## src/rtl/alu_result_fifo.sv

```systemverilog
// First-word-fall-through result FIFO behind the 16-bit ALU, with sticky status.
// Optional saturating drop counter: define ALU_RESULT_FIFO_DROP_CNT_EN.
module alu_result_fifo #(
   parameter int WIDTH = 16,
   parameter int DEPTH = 4
) (
   input  logic                       clk,
   input  logic                       rst_n,
   input  logic                       in_valid,
   input  logic [WIDTH-1:0]           in_w,
   input  logic                       in_zer,
   input  logic                       in_neg,
   input  logic [2:0]                 in_opc,
   output logic                       out_valid,
   input  logic                       out_ready,
   output logic [WIDTH-1:0]           out_w,
   output logic                       out_zer,
   output logic                       out_neg,
   output logic [2:0]                 out_opc,
   output logic [$clog2(DEPTH+1)-1:0] count,
   output logic                       full,
   output logic                       empty,
   input  logic                       clr_sticky,
   output logic                       sticky_zer,
   output logic                       sticky_neg,
   output logic                       sticky_ovf,
   output logic [7:0]                 drop_cnt
);

   localparam int AW = $clog2(DEPTH);
   localparam int CW = $clog2(DEPTH+1);

   logic [WIDTH-1:0] mem_w   [DEPTH];
   logic             mem_zer [DEPTH];
   logic             mem_neg [DEPTH];
   logic [2:0]       mem_opc [DEPTH];

   logic [AW-1:0] wr_ptr;
   logic [AW-1:0] rd_ptr;
   logic [CW-1:0] cnt;
   logic          pop;
   logic          push;
   logic          drop;

   assign empty     = (cnt == '0);
   assign full      = (cnt == CW'(DEPTH));
   assign out_valid = !empty;
   assign count     = cnt;

   // A full FIFO still accepts when the head leaves in the same cycle.
   assign pop  = out_valid & out_ready;
   assign push = in_valid & (!full | pop);
   assign drop = in_valid & full & !pop;

   always_ff @(posedge clk) begin
      if (push) begin
         mem_w[wr_ptr]   <= in_w;
         mem_zer[wr_ptr] <= in_zer;
         mem_neg[wr_ptr] <= in_neg;
         mem_opc[wr_ptr] <= in_opc;
      end
   end

   always_ff @(posedge clk or negedge rst_n) begin
      if (!rst_n) begin
         wr_ptr <= '0;
         rd_ptr <= '0;
         cnt    <= '0;
      end else begin
         if (push) wr_ptr <= wr_ptr + AW'(1);
         if (pop)  rd_ptr <= rd_ptr + AW'(1);
         if (push && !pop)
            cnt <= cnt + CW'(1);
         else if (pop && !push)
            cnt <= cnt - CW'(1);
      end
   end

   assign out_w   = empty ? '0   : mem_w[rd_ptr];
   assign out_zer = empty ? 1'b0 : mem_zer[rd_ptr];
   assign out_neg = empty ? 1'b0 : mem_neg[rd_ptr];
   assign out_opc = empty ? 3'd0 : mem_opc[rd_ptr];

   // Set takes priority over a same-cycle clear.
   always_ff @(posedge clk or negedge rst_n) begin
      if (!rst_n) begin
         sticky_zer <= 1'b0;
         sticky_neg <= 1'b0;
         sticky_ovf <= 1'b0;
      end else begin
         sticky_zer <= (push & in_zer) | (sticky_zer & !clr_sticky);
         sticky_neg <= (push & in_neg) | (sticky_neg & !clr_sticky);
         sticky_ovf <= drop | (sticky_ovf & !clr_sticky);
      end
   end

`ifdef ALU_RESULT_FIFO_DROP_CNT_EN
   logic [7:0] drop_q;

   always_ff @(posedge clk or negedge rst_n) begin
      if (!rst_n)
         drop_q <= 8'h00;
      else if (drop && drop_q != 8'hFF)
         drop_q <= drop_q + 8'h01;
   end

   assign drop_cnt = drop_q;
`else
   assign drop_cnt = 8'h00;
`endif

endmodule

```

## config.mk

```make
export PLATFORM = sky130hd
export DESIGN_NAME = alu_result_fifo
export DESIGN_NICKNAME = d
export VERILOG_FILES = /design/src/rtl/alu_result_fifo.sv
export SDC_FILE = /design/constraint.sdc
export NUM_CORES = 1
export LEC_CHECK = 0
export BUFFER_PORTS_ARGS = -buffer_cell sky130_fd_sc_hd__buf_2
export CORE_ASPECT_RATIO = 1.25
export CORE_MARGIN = 4
export CORE_UTILIZATION = 55
export DETAILED_ROUTE_END_ITERATION = 6
export GPL_TIMING_DRIVEN = 0
export PLACE_DENSITY = 0.83
export SLEW_MARGIN = 20
export SYNTH_ARGS = -nofsm -noshare
export SYNTH_HDL_FRONTEND = slang
export SYNTH_SLANG_ARGS = --single-unit
```

## constraint.sdc

```tcl
create_clock -name clk -period 4.15 [get_ports clk]
set_clock_uncertainty 0.1 [all_clocks]
set_input_delay 0.83 -clock clk [delete_from_list [all_inputs] [get_ports clk]]
set_output_delay 0.83 -clock clk [all_outputs]
set_load 0.02 [all_outputs]
```

* Word level (Yosys, flattened, before mapping)
Memory sizes are Yosys's and may differ from the RTL's. Cells that the tools add are included.
Word-level totals: output and inout bits 38, RAM bits 84, register bits 10, memories 4, bits of input ports 26
Memories:
- mem_w | words 4, width 16, read ports 1, clocked after memory_dff 0, write ports 1, RTL line 33 | logic [WIDTH-1:0] mem_w [DEPTH];
- mem_opc | words 4, width 3, read ports 1, clocked after memory_dff 0, write ports 1, RTL line 36 | logic [2:0] mem_opc [DEPTH];
- mem_neg | words 4, width 1, read ports 1, clocked after memory_dff 0, write ports 1, RTL line 35 | logic mem_neg [DEPTH];
- mem_zer | words 4, width 1, read ports 1, clocked after memory_dff 0, write ports 1, RTL line 34 | logic mem_zer [DEPTH];
Operators by class: eq/ne operators 1, $add $sub $neg 4, bitwise logic cells 13, mux-type cells 8, reduce and logical (&&, ||, !) cells 9
Operators by type and width (number):
- 16-bit 2-to-1 mux | 1
- 1-bit AND | 9
- 3-bit 2-to-1 mux | 3
- 1-bit logical NOT | 5
- 2-bit by 1-bit adder with 2-bit output, second input constant | 2
- 1-bit 2-to-1 mux | 4
- 1-bit bitwise OR | 4
- 3-bit by 1-bit adder with 3-bit output, second input constant | 1
- 3-bit equality test, second input constant | 1
- 3-bit logical NOT | 1
- 3-bit by 1-bit subtractor with 3-bit output, second input constant | 1
- 1-bit logical AND | 2
- 2-bit nonzero test | 1

* Logic depth before layout (Yosys ltp)
Gate-level depths: netlist of run 1.
depth after elaboration 9, mapped depth 9, depth with buffers taken out 8

* Worst setup path before layout of run 1
Ideal clock, no wire load.
path type register to output, from reg cnt[0], in the netlist count[0], to out out_opc[0], slack 1.702 ns, path buffers 2, data arrival time 1.518 ns, cell stages (with the launch flop) 5, required time 3.220 ns, path through dfrtp_1 > or3_1 > clkbuf_1 > clkbuf_1 > and2_1
Between the ends: cells in the longest elaborated chain, start to end 2
Ends and longest elaborated chain:
- from (decl) | RTL line 40 | logic [CW-1:0] cnt;
- from (signal assigned) | RTL line 73 | cnt <= cnt + CW'(1);
- from (signal assigned) | RTL line 75 | cnt <= cnt - CW'(1);
- 3-bit logical NOT | RTL line 45 | assign empty = (cnt == '0);
- 3-bit 2-to-1 mux | RTL line 82 | assign out_opc = empty ? 3'd0 : mem_opc[rd_ptr];
- to (decl) | RTL line 19 | output logic [2:0] out_opc,
No other way between the ends.

* Worst setup path in the final report of run 1
from reg cnt[0], in the netlist count[0], to out out_opc[1]
Same word-level chain as after synthesis.

==> results of run 1 <==
cell type report:
type / count / area, um^2
Buffer: 16 / 133
Clock buffer: 10 / 128
Clock inverter: 6 / 46.3
Fill cell: 466 / 2240
Inverter: 6 / 22.5
Multi-Input combinational cell: 77 / 902
Sequential cell: 94 / 2770
Tap cell: 87 / 109
Timing Repair Buffer: 56 / 290
routing by layer:
layer  global-route usage  up-vias  share of wire
met5                    0        -              0
met1                0.209      910           0.40
met3               0.0385        7          0.060
met4               0.0691        0          0.016
met2                0.275       60           0.52
li1                     -      852              -
stage by stage:
step                      hold WS, ps  setup slack, ps  utilization  total power, uW
final                             222             1190        0.662             3120
after global routing              216             1050        0.662             3310
after CTS                         223             1160        0.660             3160
after detailed placement          384             1280        0.633             2630
after global placement            370             1350        0.633             2590
after floorplan                   412             1700            -             2250
flip-flops by register name (all words and copies together) (netlist names):
signal,cells
sticky_ovf,1
mem_neg,4
rd_ptr,2
mem_zer,4
mem_w,64
sticky_zer,1
count,3
wr_ptr,2
mem_opc,12
sticky_neg,1
report_power, final:
part / internal (uW) / switching, uW
clock: 222 / 316
sequential: 1250 / 69.8
combinational: 565 / 700
cell families (layout without fill, tap and decap cells):
logic type	after synthesis	count (layout)	synth area share
flops	94	94	0.730
compound gates	4	4	0.0102
buf+inv	22	94	0.0408
other cells	1	8	0.000987
mux	23	23	0.133
fa+ha+maj	6	6	0.0217
simple gates	30	30	0.0494
xor+xnor	6	6	0.0138
worst min path at each step:
stage | to | slack, ps | cells past startpoint
6_report | wr_ptr[1]$_DFFE_PN0N_ | 220 | 1
5_1_grt | wr_ptr[1]$_DFFE_PN0N_ | 220 | 1
4_1_cts | sticky_ovf$_DFF_PN0_ | 220 | 1
3_5_place_dp | sticky_ovf$_DFF_PN0_ | 380 | 1
3_3_place_gp | sticky_ovf$_DFF_PN0_ | 370 | 1
2_1_floorplan | wr_ptr[1]$_DFFE_PN0N_ | 410 | 1
critical path, cell delays in order (launching register included):
cell	delay (ps)
dfrtp_1	450
or3_1	380
clkbuf_1	190
clkbuf_1	270
and2_1	220
buf_2	160
layout by cell type (no fill, tap or decap), types with 2 or more instances in the layout:
cell type | synthesis | layout
a22o_1 | 2 | 2
and2_2 | 0 | 3
dfrtp_1 | 10 | 10
xor2_1 | 2 | 2
inv_1 | 6 | 6
clkinvlp_4 | 0 | 2
ha_1 | 5 | 5
clkbuf_1 | 3 | 4
conb_1 | 1 | 8
buf_4 | 8 | 8
buf_2 | 2 | 57
inv_6 | 0 | 2
edfxtp_1 | 84 | 84
mux4_2 | 18 | 18
xnor2_1 | 4 | 4
clkbuf_8 | 0 | 9
mux4_1 | 3 | 3
buf_12 | 2 | 2
and2_1 | 25 | 22
cell usage after synthesis (2+ instances only):
master | instances | area, um^2
buf_2 | 2 | 10.0
dfrtp_1 | 10 | 250
clkbuf_1 | 3 | 11.3
xor2_1 | 2 | 17.5
buf_12 | 2 | 40.0
a22o_1 | 2 | 17.5
mux4_2 | 18 | 405
buf_4 | 8 | 60.1
edfxtp_1 | 84 | 2520
inv_1 | 6 | 22.5
ha_1 | 5 | 62.6
and2_1 | 25 | 156
mux4_1 | 3 | 78.8
xnor2_1 | 4 | 35.0
==> results.py, run 1 <==
metrics = {
    "synthesis": {
        "ys_ff_latch": 94,
        "ys.flop_type": "edfxtp_1",
        "syn_inst": 186,
        "synth_area_um2": 3800,
        "synth-edff-count": 84,
        "avgSynthCellArea_um2": 20.4,
        "synth-seq-area-share": 0.730,
        "yosys_warnings": 0,
        "synthDistinctLibCells": 26,
        "synthArstFlopShare": 0.106,
    },
    "setup_path": {
        "reg2reg_slack_ps": 1750,
        "crit_fanout": 10,
        "r2r_end": "count[2]$_DFFE_PN0P_",
        "startpoint": "count[0]$_DFFE_PN0P_",
        "timing.rr.start": "count[0]$_DFFE_PN0P_",
        "start_kind": "register",
        "crit_path_end": "out_opc[1]",
        "cp.required_ps": 3220,
        "criticalPathCategory": "register to output port",
        "endpoint_kind": "output port",
        "reg2reg_depth": 9,
        "worstPathArrival_ps": 2030,
    },
    "clock_network": {
        "cts_setup_buffers": 0,
        "clock_latency_ps": 350,
        "post_cts_resized": 0,
        "clk_pin_slew_ps": 90,
        "cts_htree_levels": 3,
        "cts_hold_buf": 0,
        "cts_root_buf": "clkbuf_8",
        "clock-sinks": 94,
        "tritoncts.num_buffers": 9,
        "cts.path.max_buffers": 2,
        "cts_tree": "built",
    },
    "layout": {
        "design_area_um2": 4400,
        "layout.cells.non_filler": 352,
        "antenna_cells": 0,
        "layout-drive-gt1-share": 0.408,
        "synthToLayoutAreaGrowth_pct": 15.9,
        "nNetsFinal": 292,
    },
    "timing": {
        "fin_setup_tns_ps": 0,
        "tightest_slew_ps": 592,
        "maxSlewHeadroom": 0.606,
        "max_freq_mhz": 338,
        "slew_violations": 0,
        "period_share": 0.713,
        "final-setup-viol-count": 0,
        "hold_viol": 0,
        "post-route-min-period_ps": 2960,
        "rsz0062_at_grt": "false",
    },
    "global_route": {
        "antenna_found_initial": 0,
        "grt_pass1_wl_um": 9620,
        "grt_pass1_vias": 1872,
        "grt_max_degree": 22,
        "grt_usage": 0.166,
        "grt_overflow": 0,
    },
    "placed_design": {
        "place_congestion": 0.689,
        "dp_cells": 335,
        "dpl_cell_area_um2": 4210,
        "place_hpwl_um": 4050,
        "portBuffers": 55,
    },
    "floorplan": {
        "initial_core_util": 0.572,
        "std_cell_rows": 33,
        "die_width_um": 82.3,
        "die_h_um": 101,
        "ios": 64,
        "die_area_um2": 8310,
        "coreArea_um2": 6650,
    },
    "routing": {
        "routed_wl_um": 6190,
        "dr.pass1.iters": 4,
        "first_iter_violations": 100,
        "viasPerCell": 5.20,
        "num_vias": 1829,
        "drc": 0,
        "ant_nets": 0,
        "avgRoutedWirePerCell_um": 17.6,
    },
    "pwr": {
        "ir_worst_vdd_mv": 0.460,
        "power_density_nw_per_um2": 710,
        "leakagePower_uw": 0.00165,
    },
    "flow_run": {
        "cap_violations": 0,
    },
    "worst_hold_path": {
        "worstHoldPathType": "input port to async pin",
    },
    "status": {
        "status": "completed",
    },
}
Note: power is estimated with default switching activity, not from simulation.
==> run 2: changes to the inputs <==
clock period = 2.9 ns   (was 4.15 ns; I/O delays follow)
==> results.py, run 2 (same netlist as run 1, synthesis figures left out) <==
metrics = {
    "routing": {
        "viasPerCell": 5.19,
        "ant_nets": 0,
        "drc": 0,
        "routed_wl_um": 6200,
        "dr.pass1.iters": 4,
        "avgRoutedWirePerCell_um": 17.6,
        "first_iter_violations": 91,
        "num_vias": 1831,
    },
    "layout": {
        "largest_reg_flops": 64,
        "antenna_cells": 0,
        "multi_input_comb_area_um2": 902,
        "reg_top3": "mem_w x64, mem_opc x12",
        "final_cell_mix": "edfxtp_1 (84), buf_2 (57), and2_1 (22)",
        "fillers": 465,
        "fin_util": 0.664,
        "seq_area_um2": 2770,
        "nNetsFinal": 293,
        "synthToLayoutAreaGrowth_pct": 16.1,
        "mostFrequentLayoutCell": "edfxtp_1",
        "layout-drive-gt1-share": 0.406,
        "largest-register": "mem_w",
    },
    "setup_path": {
        "worstPathCellList": "or3_1 > clkbuf_1 > clkbuf_1 > and2_1 > buf_2",
        "cpMostUsedCell": "clkbuf_1",
        "cp_top_family": "buffers and inverters",
        "crit_fanout": 10,
        "start_kind": "register",
        "worst-path-buf-inv": 3,
        "endpoint_kind": "output port",
        "cp.required_ps": 2220,
        "slowest_stage": "dfrtp_1",
        "critical-path-max-stage-delay_ps": 450,
        "criticalPathCategory": "register to output port",
        "worstPathArrival_ps": 2030,
    },
    "global_route": {
        "grt_use_met1": 0.208,
        "antenna_found_initial": 0,
        "top_usage_layer": "met2",
        "grt_usage": 0.166,
        "grt_overflow": 0,
        "grt_pass1_vias": 1878,
        "grt_pass1_wl_um": 9630,
        "grt_max_degree": 22,
        "grt_util_met3": 0.0385,
        "met2_usage": 0.277,
    },
    "clock_network": {
        "cts_tree": "built",
        "cts.path.max_buffers": 2,
        "cts_root_buf": "clkbuf_8",
        "post_cts_resized": 0,
        "cts_setup_buffers": 0,
        "clk_pin_slew_ps": 90,
        "clock-sinks": 94,
        "clock_latency_ps": 350,
        "tritoncts.num_buffers": 9,
        "cts_htree_levels": 3,
    },
    "pwr": {
        "ir_worst_vdd_mv": 0.658,
        "leakagePower_uw": 0.00166,
        "power_density_nw_per_um2": 1010,
    },
    "timing": {
        "final-setup-viol-count": 0,
        "period_share": 0.933,
        "slew_violations": 0,
        "hold_viol": 0,
        "post-route-min-period_ps": 2710,
        "tightest_slew_ps": 591,
        "fin_setup_tns_ps": 0,
        "max_freq_mhz": 369,
        "rsz0062_at_grt": "false",
        "maxSlewHeadroom": 0.606,
    },
    "floorplan": {
        "die_width_um": 82.3,
        "die_area_um2": 8310,
        "coreArea_um2": 6650,
        "std_cell_rows": 33,
        "ios": 64,
        "die_h_um": 101,
        "initial_core_util": 0.572,
    },
    "status": {
        "status": "completed",
    },
    "placed_design": {
        "place_hpwl_um": 4050,
        "place_congestion": 0.689,
        "portBuffers": 55,
    },
    "flow_run": {
        "cap_violations": 0,
    },
    "worst_hold_path": {
        "worstHoldPathType": "input port to register",
    },
}
## run 2: cell types whose count changed in the layout (fill, tap and decap cells not counted), sizes merged
cell         change
dlygate4sd3      +1
## run 2: path summary, 6_finish.rpt
| check | startpoint | end | slack, ps | depth (start not counted) |
|---|---|---|---|---|
| min in group asynchronous | rst_n | wr_ptr[1]$_DFFE_PN0N_ | 510 | 2 |
| hold reg to reg | sticky_ovf$_DFF_PN0_ | sticky_ovf$_DFF_PN0_ | 400 | 1 |
| max in group asynchronous | rst_n | count[2]$_DFFE_PN0P_ | 1990 | 2 |
| hold / removal | in_w[7] | mem_w[3][7]$_DFFE_PP_ | 330 | 1 |
| setup / recovery | count[0]$_DFFE_PN0P_ | out_opc[1] | 190 | 5 |
| setup reg to reg | count[0]$_DFFE_PN0P_ | count[2]$_DFFE_PN0P_ | 500 | 9 |
## run 2: layout make-up
class | count | share of cell area
Multi-Input combinational cell | 77 | 0.204
Buffer | 16 | 0.0301
Clock inverter | 6 | 0.0105
Tap cell | 87 | 0.0247
Sequential cell | 94 | 0.628
Timing Repair Buffer | 57 | 0.0680
Clock buffer | 10 | 0.0289
Inverter | 6 | 0.00510
## run 2: metrics by stage
step / setup slack, ps / total power [uW] / instance area [um^2] / instances / hold slack (ps)
final: 193 / 4470 / 4410 / 353 / 327
after CTS: 159 / 4520 / 4390 / 352 / 322
after global routing: 47.1 / 4740 / 4410 / 353 / 318
after global placement: 350 / 3710 / 4210 / 335 / 354
after floorplan: 573 / 3230 / 3830 / 193 / 184
after detailed placement: 282 / 3770 / 4210 / 335 / 357
## run 2: routing by layer
metal / part of all wire / vias to the layer above
met5: 0 / -
met1: 0.40 / 916
met2: 0.53 / 54
met3: 0.055 / 7
met4: 0.016 / 0
li1: - / 854
## run 2: timing repair
action,in CTS,in global routing
setup endpoints to repair,0,0
hold buffers,1,0
endpoints found under the hold margin,10,0
## run 2: power breakdown
group / switching [uW] / total [uW] / internal, uW
Sequential: 100 / 1890 / 1790
Clock: 453 / 770 / 318
Combinational: 1000 / 1810 / 809
